### src/rtl/udp_arb_pkg.sv
// Shared constants and state encoding for the UDP transmit arbiter.
// Consumed by udp_tx_arb and rr_pick.
package udp_arb_pkg;

    localparam int LEN_W         = 16;
    localparam int DATA_W        = 32;
    localparam int MTU_BYTES     = 1500;
    localparam int IP_HDR_BYTES  = 20;
    localparam int UDP_HDR_BYTES = 8;
    localparam int MAX_PAYLOAD   = MTU_BYTES - IP_HDR_BYTES - UDP_HDR_BYTES;

    typedef enum logic [1:0] {
        ST_IDLE = 2'd0,
        ST_BUSY = 2'd1,
        ST_GAP  = 2'd2
    } arb_state_t;

    // A payload is legal when it is non-empty and fits in one frame.
    function automatic logic len_ok(input logic [LEN_W-1:0] len,
                                    input logic [LEN_W-1:0] max_len);
        return (len != '0) && (len <= max_len);
    endfunction

endpackage

### src/rtl/udp_tx_arb_rr_pick.sv
// Combinational round-robin search: first set req bit strictly after ptr,
// wrapping around, so the channel at ptr itself comes last.
module rr_pick
    import udp_arb_pkg::*;
#(
    parameter int NUM_CH = 4,
    parameter int PTR_W  = $clog2(NUM_CH)
) (
    input  logic [NUM_CH-1:0] req,
    input  logic [PTR_W-1:0]  ptr,
    output logic [NUM_CH-1:0] pick,
    output logic              valid
);

    logic [PTR_W:0]   sum;
    logic [PTR_W-1:0] idx;

    // NOTE: every variable written here gets a default first, so no path
    // leaves one unassigned and no latch is inferred.
    always_comb begin
        pick  = '0;
        valid = 1'b0;
        sum   = '0;
        idx   = '0;
        for (int i = 1; i <= NUM_CH; i++) begin
            sum = {1'b0, ptr} + (PTR_W+1)'(i);
            if (sum >= (PTR_W+1)'(NUM_CH)) begin
                sum = sum - (PTR_W+1)'(NUM_CH);
            end
            idx = sum[PTR_W-1:0];
            if (!valid && req[idx]) begin
                pick[idx] = 1'b1;
                valid     = 1'b1;
            end
        end
    end

endmodule

### src/rtl/udp_tx_arb.sv
// Round-robin owner of the UDP transmit engine: one packet per grant,
// length check, inter-packet gap. Define UDP_ARB_TIMEOUT_EN for a BUSY watchdog.
module udp_tx_arb
    import udp_arb_pkg::*;
#(
    parameter int NUM_CH      = 4,
    parameter int IPG_CYCLES  = 12,
    parameter int MAX_BYTES   = MAX_PAYLOAD,
    parameter int TIMEOUT_CYC = 65535
) (
    input  logic                     clk,
    input  logic                     rst_n,
    input  logic [NUM_CH-1:0]        req,
    input  logic [NUM_CH*LEN_W-1:0]  byte_num_in,
    input  logic [NUM_CH*DATA_W-1:0] data_in,
    output logic [NUM_CH-1:0]        grant,
    output logic [NUM_CH-1:0]        rd_en,
    output logic [NUM_CH-1:0]        ch_done,
    output logic                     drop,
    output logic                     tx_start_en,
    output logic [LEN_W-1:0]         tx_byte_num,
    output logic [DATA_W-1:0]        tx_data,
    input  logic                     tx_req,
    input  logic                     tx_done,
    output logic                     busy
);

    localparam int PTR_W = $clog2(NUM_CH);
    localparam logic [15:0] GAP_LAST = (IPG_CYCLES > 0) ? 16'(IPG_CYCLES - 1) : 16'd0;
    localparam arb_state_t AFTER_PKT = (IPG_CYCLES == 0) ? ST_IDLE : ST_GAP;
    localparam logic [LEN_W-1:0] MAX_LEN = LEN_W'(MAX_BYTES);

    if (NUM_CH < 2 || NUM_CH > 8 || TIMEOUT_CYC < 1 || TIMEOUT_CYC > 65536) begin : g_param_check
        $error("udp_tx_arb: parameter out of range");
    end

    arb_state_t        state, state_nx;
    logic [PTR_W-1:0]  ptr, ptr_nx;
    logic [NUM_CH-1:0] grant_nx, done_nx;
    logic [LEN_W-1:0]  len_nx;
    logic              start_nx, drop_nx;
    logic [15:0]       gap_cnt, gap_nx;

    logic [NUM_CH-1:0] pick;
    logic              pick_valid;
    logic [PTR_W-1:0]  pick_idx;
    logic [LEN_W-1:0]  pick_len;

`ifdef UDP_ARB_TIMEOUT_EN
    localparam logic [15:0] TO_LAST = 16'(TIMEOUT_CYC - 1);
    logic [15:0] to_cnt, to_nx;
`endif

    rr_pick #(.NUM_CH(NUM_CH), .PTR_W(PTR_W)) u_rr_pick (
        .req   (req),
        .ptr   (ptr),
        .pick  (pick),
        .valid (pick_valid)
    );

    // One-hot to index, and length of the picked channel.
    always_comb begin
        pick_idx = '0;
        pick_len = '0;
        for (int i = 0; i < NUM_CH; i++) begin
            if (pick[i]) begin
                pick_idx = PTR_W'(i);
            end
            pick_len = pick_len | (byte_num_in[LEN_W*i +: LEN_W] & {LEN_W{pick[i]}});
        end
    end

    always_comb begin
        tx_data = '0;
        for (int i = 0; i < NUM_CH; i++) begin
            tx_data = tx_data | (data_in[DATA_W*i +: DATA_W] & {DATA_W{grant[i]}});
        end
    end

    assign rd_en = (state == ST_BUSY) ? (grant & {NUM_CH{tx_req}}) : '0;
    assign busy  = (state != ST_IDLE);

    always_comb begin
        state_nx = state;
        ptr_nx   = ptr;
        grant_nx = grant;
        len_nx   = tx_byte_num;
        start_nx = 1'b0;
        done_nx  = '0;
        drop_nx  = 1'b0;
        gap_nx   = gap_cnt;
`ifdef UDP_ARB_TIMEOUT_EN
        to_nx    = to_cnt;
`endif
        unique case (state)
            ST_IDLE: begin
                grant_nx = '0;
                if (pick_valid) begin
                    grant_nx = pick;
                    ptr_nx   = pick_idx;
                    len_nx   = pick_len;
                    gap_nx   = '0;
                    if (len_ok(pick_len, MAX_LEN)) begin
                        start_nx = 1'b1;
                        state_nx = ST_BUSY;
`ifdef UDP_ARB_TIMEOUT_EN
                        to_nx    = '0;
`endif
                    end else begin
                        // Rejected: grant shows for the drop cycle only.
                        done_nx  = pick;
                        drop_nx  = 1'b1;
                        state_nx = AFTER_PKT;
                    end
                end
            end
            ST_BUSY: begin
                if (tx_done) begin
                    done_nx  = grant;
                    grant_nx = '0;
                    gap_nx   = '0;
                    state_nx = AFTER_PKT;
                end
`ifdef UDP_ARB_TIMEOUT_EN
                else if (to_cnt == TO_LAST) begin
                    done_nx  = grant;
                    drop_nx  = 1'b1;
                    grant_nx = '0;
                    gap_nx   = '0;
                    state_nx = AFTER_PKT;
                end else begin
                    to_nx = to_cnt + 16'd1;
                end
`endif
            end
            ST_GAP: begin
                grant_nx = '0;
                if (gap_cnt == GAP_LAST) begin
                    state_nx = ST_IDLE;
                end else begin
                    gap_nx = gap_cnt + 16'd1;
                end
            end
            default: begin
                state_nx = ST_IDLE;
                grant_nx = '0;
            end
        endcase
    end

    // NOTE: state registers use non-blocking assignments so every flop
    // samples the pre-edge value of its neighbours.
    always_ff @(posedge clk or negedge rst_n) begin
        if (!rst_n) begin
            state       <= ST_IDLE;
            ptr         <= PTR_W'(NUM_CH - 1);
            grant       <= '0;
            ch_done     <= '0;
            drop        <= 1'b0;
            tx_start_en <= 1'b0;
            tx_byte_num <= '0;
            gap_cnt     <= '0;
        end else begin
            state       <= state_nx;
            ptr         <= ptr_nx;
            grant       <= grant_nx;
            ch_done     <= done_nx;
            drop        <= drop_nx;
            tx_start_en <= start_nx;
            tx_byte_num <= len_nx;
            gap_cnt     <= gap_nx;
        end
    end

`ifdef UDP_ARB_TIMEOUT_EN
    always_ff @(posedge clk or negedge rst_n) begin
        if (!rst_n) begin
            to_cnt <= '0;
        end else begin
            to_cnt <= to_nx;
        end
    end
`endif

endmodule

### config.mk
export PLATFORM = sky130hd
export DESIGN_NAME = udp_tx_arb
export DESIGN_NICKNAME = d
export VERILOG_FILES = /design/src/rtl/udp_arb_pkg.sv /design/src/rtl/udp_tx_arb_rr_pick.sv /design/src/rtl/udp_tx_arb.sv
export SDC_FILE = /design/constraint.sdc
export NUM_CORES = 1
export LEC_CHECK = 0
export ABC_AREA = 1
export BUFFER_PORTS_ARGS = -buffer_cell sky130_fd_sc_hd__buf_2
export CORE_ASPECT_RATIO = 0.75
export CORE_MARGIN = 2
export CORE_UTILIZATION = 35
export DETAILED_ROUTE_END_ITERATION = 16
export PLACE_DENSITY = 0.76
export RECOVER_POWER = 50
export SLEW_MARGIN = 25
export SYNTH_ARGS = -nofsm -noshare
export SYNTH_HDL_FRONTEND = slang
export SYNTH_SLANG_ARGS = --single-unit
### constraint.sdc
create_clock -name clk -period 8.4 [get_ports clk]
set_input_delay 1.68 -clock clk [delete_from_list [all_inputs] [get_ports clk]]
set_output_delay 1.68 -clock clk [all_outputs]
set_load 0.005 [all_outputs]
Yosys cells after proc, flatten, opt, wreduce, memory -nomap -nowiden
Index checks and enable logic that the tools add are counted.
{"block": "op_classes", "shifts": 0, "addsub": 9, "n_div": 0, "reduce_logical": 18, "order_cmp": 13, "eq_ne": 7, "n_mux": 54, "bitwise": 18, "mul": 0}
{"operator": "$and 32x32->32", "n": 4}
{"operator": "$or 32x32->32", "n": 3}
{"operator": "$and 16x16->16", "n": 4}
{"operator": "$mux 16", "n": 3}
{"operator": "$or 16x16->16", "n": 3}
{"operator": "$pmux 16 s3", "n": 1}
{"operator": "$mux 4", "n": 10}
{"operator": "$mux 2", "n": 10}
{"operator": "$mux 1", "n": 19}
{"operator": "$add 16x1->16 const B", "n": 1}
{"operator": "$eq 16x4->1 const B", "n": 1}
{"operator": "$le 16x11->1 const B", "n": 1}
{"operator": "$pmux 4 s2", "n": 2}
{"operator": "$reduce_bool 16->1", "n": 1}
{"operator": "$ge 3x3->1 const B", "n": 4}
{"operator": "$lt 2x3->1 const B", "n": 4}
{"operator": "$or 4x4->4", "n": 3}
{"operator": "$bmux 1 s2", "n": 4}
{"operator": "$demux 1 s2", "n": 4}
{"operator": "$ge 2x1->1 const B", "n": 4}
{"operator": "$logic_and 1x1->1", "n": 8}
{"operator": "$ne 2x2->1 const B", "n": 4}
{"operator": "$sub 2x1->2 const B", "n": 4}
{"operator": "$add 2x2->3 const B", "n": 2}
{"operator": "other kinds (13)", "n": 15}
{"block": "word_totals", "mem_count": 0, "ram_bits": 0, "latchBits": 0, "romBits": 0, "in_bits": 200, "reg_bits": 46}

Depth between registers and ports, before layout
{"block": "depth", "depth_word": 24, "mapped_depth": 23, "mapped_depth_nobuf": 21}

Modules after synthesis
From an unflattened synthesis, not the netlist that was laid out.
{"block": "unflattened", "cells_unflattened": 677, "area_unflattened_um2": 4000.1}
{"module": "udp_tx_arb", "instances": 1, "cells_per_inst": 597, "seq_area_each_um2": 1153.6, "area_each_um2": 3548.4}
{"module": "rr_pick", "instances": 1, "cells_per_inst": 80, "seq_area_each_um2": 0.0, "area_each_um2": 451.7}

Worst setup path after synthesis
No wires, ideal clock.
{"block": "synth_timing", "kind": "input-to-output", "from": "input tx_req", "to": "output rd_en[0]", "t_required_ns": 6.720, "path_buffers": 0, "path_slack_ns": 4.854, "stages": 2, "arrival_ns": 1.866, "path_cell_list": "nand2_1 > nor2_1"}
{"block": "synth_between", "elab_chain_cells": 2}
{"item": "start, declared", "line": "udp_tx_arb.sv:23", "text": "input logic tx_req,"}
{"item": "$and 4x4->4", "line": "udp_tx_arb.sv:80", "text": "assign rd_en = (state == ST_BUSY) ? (grant & {NUM_CH{tx_req}}) : '0;"}
{"item": "$mux 4", "line": "udp_tx_arb.sv:80"}
{"item": "end, declared", "line": "udp_tx_arb.sv:17", "text": "output logic [NUM_CH-1:0] rd_en,"}
Every way passes these cells.

Worst setup path after layout
{"block": "layout_timing", "from": "register grant[0]", "to": "output rd_en[0]"}
{"block": "layout_between", "elab_chain_cells": 2}
{"item": "start, declared", "line": "udp_tx_arb.sv:16", "text": "output logic [NUM_CH-1:0] grant,"}
{"item": "start signal, assigned", "line": "udp_tx_arb.sv:166", "text": "grant <= grant_nx;"}
{"item": "$and 4x4->4", "line": "udp_tx_arb.sv:80"}
{"item": "$mux 4", "line": "udp_tx_arb.sv:80"}
Every way passes these cells.

==> qor.yml <==
placed_design:
  dp_slack_ns: 4.54
  place_congestion: 0.829
  portBuffers: 262
  placedInstanceArea_mm2: 0.00527
  place_inst: 1006
  dpl.hpwl_um: 11100
synthesis:
  synth-simple-area-share: 0.532
  ys.flop_type: "dfrtp_1"
  netlist_area_mm2: 0.00389
  synth_xor_area_frac: 0
  yosysTopAreaCell: "nand2_1"
  synthTopCellsByArea: "nand2_1 30%, dfrtp_1 28%, nand4_1 6.3%"
  async_flop_share: 1.00
  synth.top_cell.area_share: 0.299
  syn_nets: 835
  avgSynthCellArea_um2: 6.22
  ys_ff_latch: 46
  synthMuxAreaShare: 0
  synth_compound_area_frac: 0.0585
  synthAdderAreaFrac: 0.0289
  syn_inst: 626
  yosysWarningCount: 0
  synth_top_family_by_area: "simple AND/OR/NAND/NOR gates"
  synth.distinct_cells: 34
  ys_seq_area_frac: 0.296
  synth-edff-count: 0
run_status:
  violations: "capacitance limit, slew limit"
  status: "finished with violations"
critical_path:
  cp-end-kind: "primary output"
  startpoint_type: "flop"
  worst-endpoint-required_ns: 6.72
  cp.arrival_ns: 2.45
  r2r-start: "ptr[1]"
  crit_start: "grant[0]"
  r2r_cells: 19
  rrSetupSlack_ns: 4.85
  endpoint: "rd_en[0]"
  reg2reg_to: "state[1]"
  path_class: "reg -> out"
  path_max_fanout: 35
cts:
  cts_tree: "yes"
  cts_root_buffer: "clkbuf_16"
  h-tree-depth: 2
  holdBufCountCts: 0
  cts_resized: 0
  clk_latency_ns: 0.28
  clk_pin_slew_ns: 0.06
  clockBufferDepth: 2
  cts_sinks: 46
  cts_inserted_buffers: 5
  cts_setup_buffers: 0
floorplan:
  dieArea_mm2: 0.0120
  core_mm2: 0.0109
  die_x_um: 126
  io_pins: 263
  fp.dieH_um: 95.4
  rows: 33
  initial_utilization: 0.357
power_and_ir_drop:
  powerDensity_mw_per_mm2: 269
  leakagePower_nw: 3.03
  irDropWorstVdd_mv: 0.102
  totalPowerFinal_mw: 1.45
global_routing:
  grt_pass1_wl_um: 21500
  grt.overflow.total: 0
  grt_max_degree: 47
  antenna_found_initial: 2
  grt_use_total: 0.223
  grt_pass1_vias: 4429
detailed_routing:
  drc: 0
  drt_iter0_markers: 277
  dr_wl_met2_um: 6720
  antenna_left: 0
  wl_per_cell_um: 13.8
  via_per_inst: 4.83
  routed_wl_um: 14000
  wl_met1_um: 6040
  via_count: 4909
  top_layer: "met4"
  dr.pass1.iters: 6
  dr_wl_met3_um: 1020
final_layout:
  fillCellCount: 1154
  final_cells: 1016
  utilization: 0.493
  layout_commonest_cell: "nand2_1"
  syn2layout_area_growth_pct: 38.0
  fin_area_mm2: 0.00538
  drive_gt1_frac: 0.342
  final_cell_mix: "315 x nand2_1, 247 x buf_2, 46 x inv_1"
  final_nets: 1082
timing:
  maxSlewViolCount: 83
  hold_viol: 0
  setup_tns_ns: 0
  period_share: 0.491
  slew_headroom: -0.668
  skew_ns: 0.00527
  hold_ws_ns: 0.486
  final.min_clock_period_ns: 4.13
  fmax_mhz: 242
  tightest_slew_ns: 2.50
  fin_ws_ns: 4.27
  setup_viol: 0
  rsz0062_at_grt: "no"
job:
  cap_viol_max_count: 2
worst_hold_path:
  hold_path.class: "reg -> reg"
[layout make-up]
class	instances	area, um2	area share
sequential	46	1160	0.215
multi-input combinational	504	2370	0.440
inverter	52	203	0.0377
clock buffer	6	129	0.0240
antenna	2	5.00	0.000931
clock inverter	2	37.5	0.00698
timing repair buffer	264	1300	0.243
tap	140	175	0.0326
[cell families (layout without fill, tap and decap cells)]
group | after synthesis | in the layout
AND/OR/NAND/NOR | 453 | 453
other | 0 | 2
flip-flops | 46 | 46
buffers and inverters | 76 | 324
adder cells (fa/ha/maj) | 9 | 9
AO/OA/AOI/OAI | 42 | 42
[metal layers]
metal | vias to the layer above | track usage
met4 | 0 | 0.0549
met5 | - | 0
li1 | 2483 | -
met2 | 201 | 0.373
met1 | 2209 | 0.296
met3 | 16 | 0.0477
[flip-flops by register name, summed over array words and instances (netlist names)]
signal       count
ptr              2
tx_start_en      1
state            2
grant            4
drop             1
gap_cnt         16
tx_byte_num     16
ch_done          4
[how the worst min path moves through the flow]
stage,end,startpoint,cells past startpoint
global placement,tx_byte_num[12],tx_byte_num[12],2
global route,tx_byte_num[7],tx_byte_num[7],2
floorplan,tx_byte_num[13],tx_byte_num[13],2
CTS,tx_byte_num[12],tx_byte_num[12],2
detailed placement,tx_byte_num[12],tx_byte_num[12],2
finish,tx_byte_num[10],tx_byte_num[10],2
[Yosys cell counts (7+ instances only)]
cell type / count
a21oi_1: 10
nor2_1: 36
nor2_2: 13
o21ai_0: 22
nand2_4: 7
nand3_1: 16
clkbuf_1: 19
nand2_1: 310
nand4_1: 39
ha_1: 9
inv_1: 46
dfrtp_1: 44
nand3_2: 7
[worst max-delay path, stage by stage (launching register included)]
cell and delay (ns):
dfrtp_1 0.32, clkbuf_1 1.19, inv_1 0.25, nor2_1 0.26, buf_2 0.15
[power breakdown]
group          leakage, nW  switching (mW)  total, mW  internal [mW]
Sequential           0.593          0.0638      0.360          0.296
Clock               0.0771          0.0832      0.224          0.141
Combinational         2.36           0.569      0.862          0.294
Total                 3.03           0.716       1.45          0.730
Note: power is estimated with default switching activity, not from simulation.
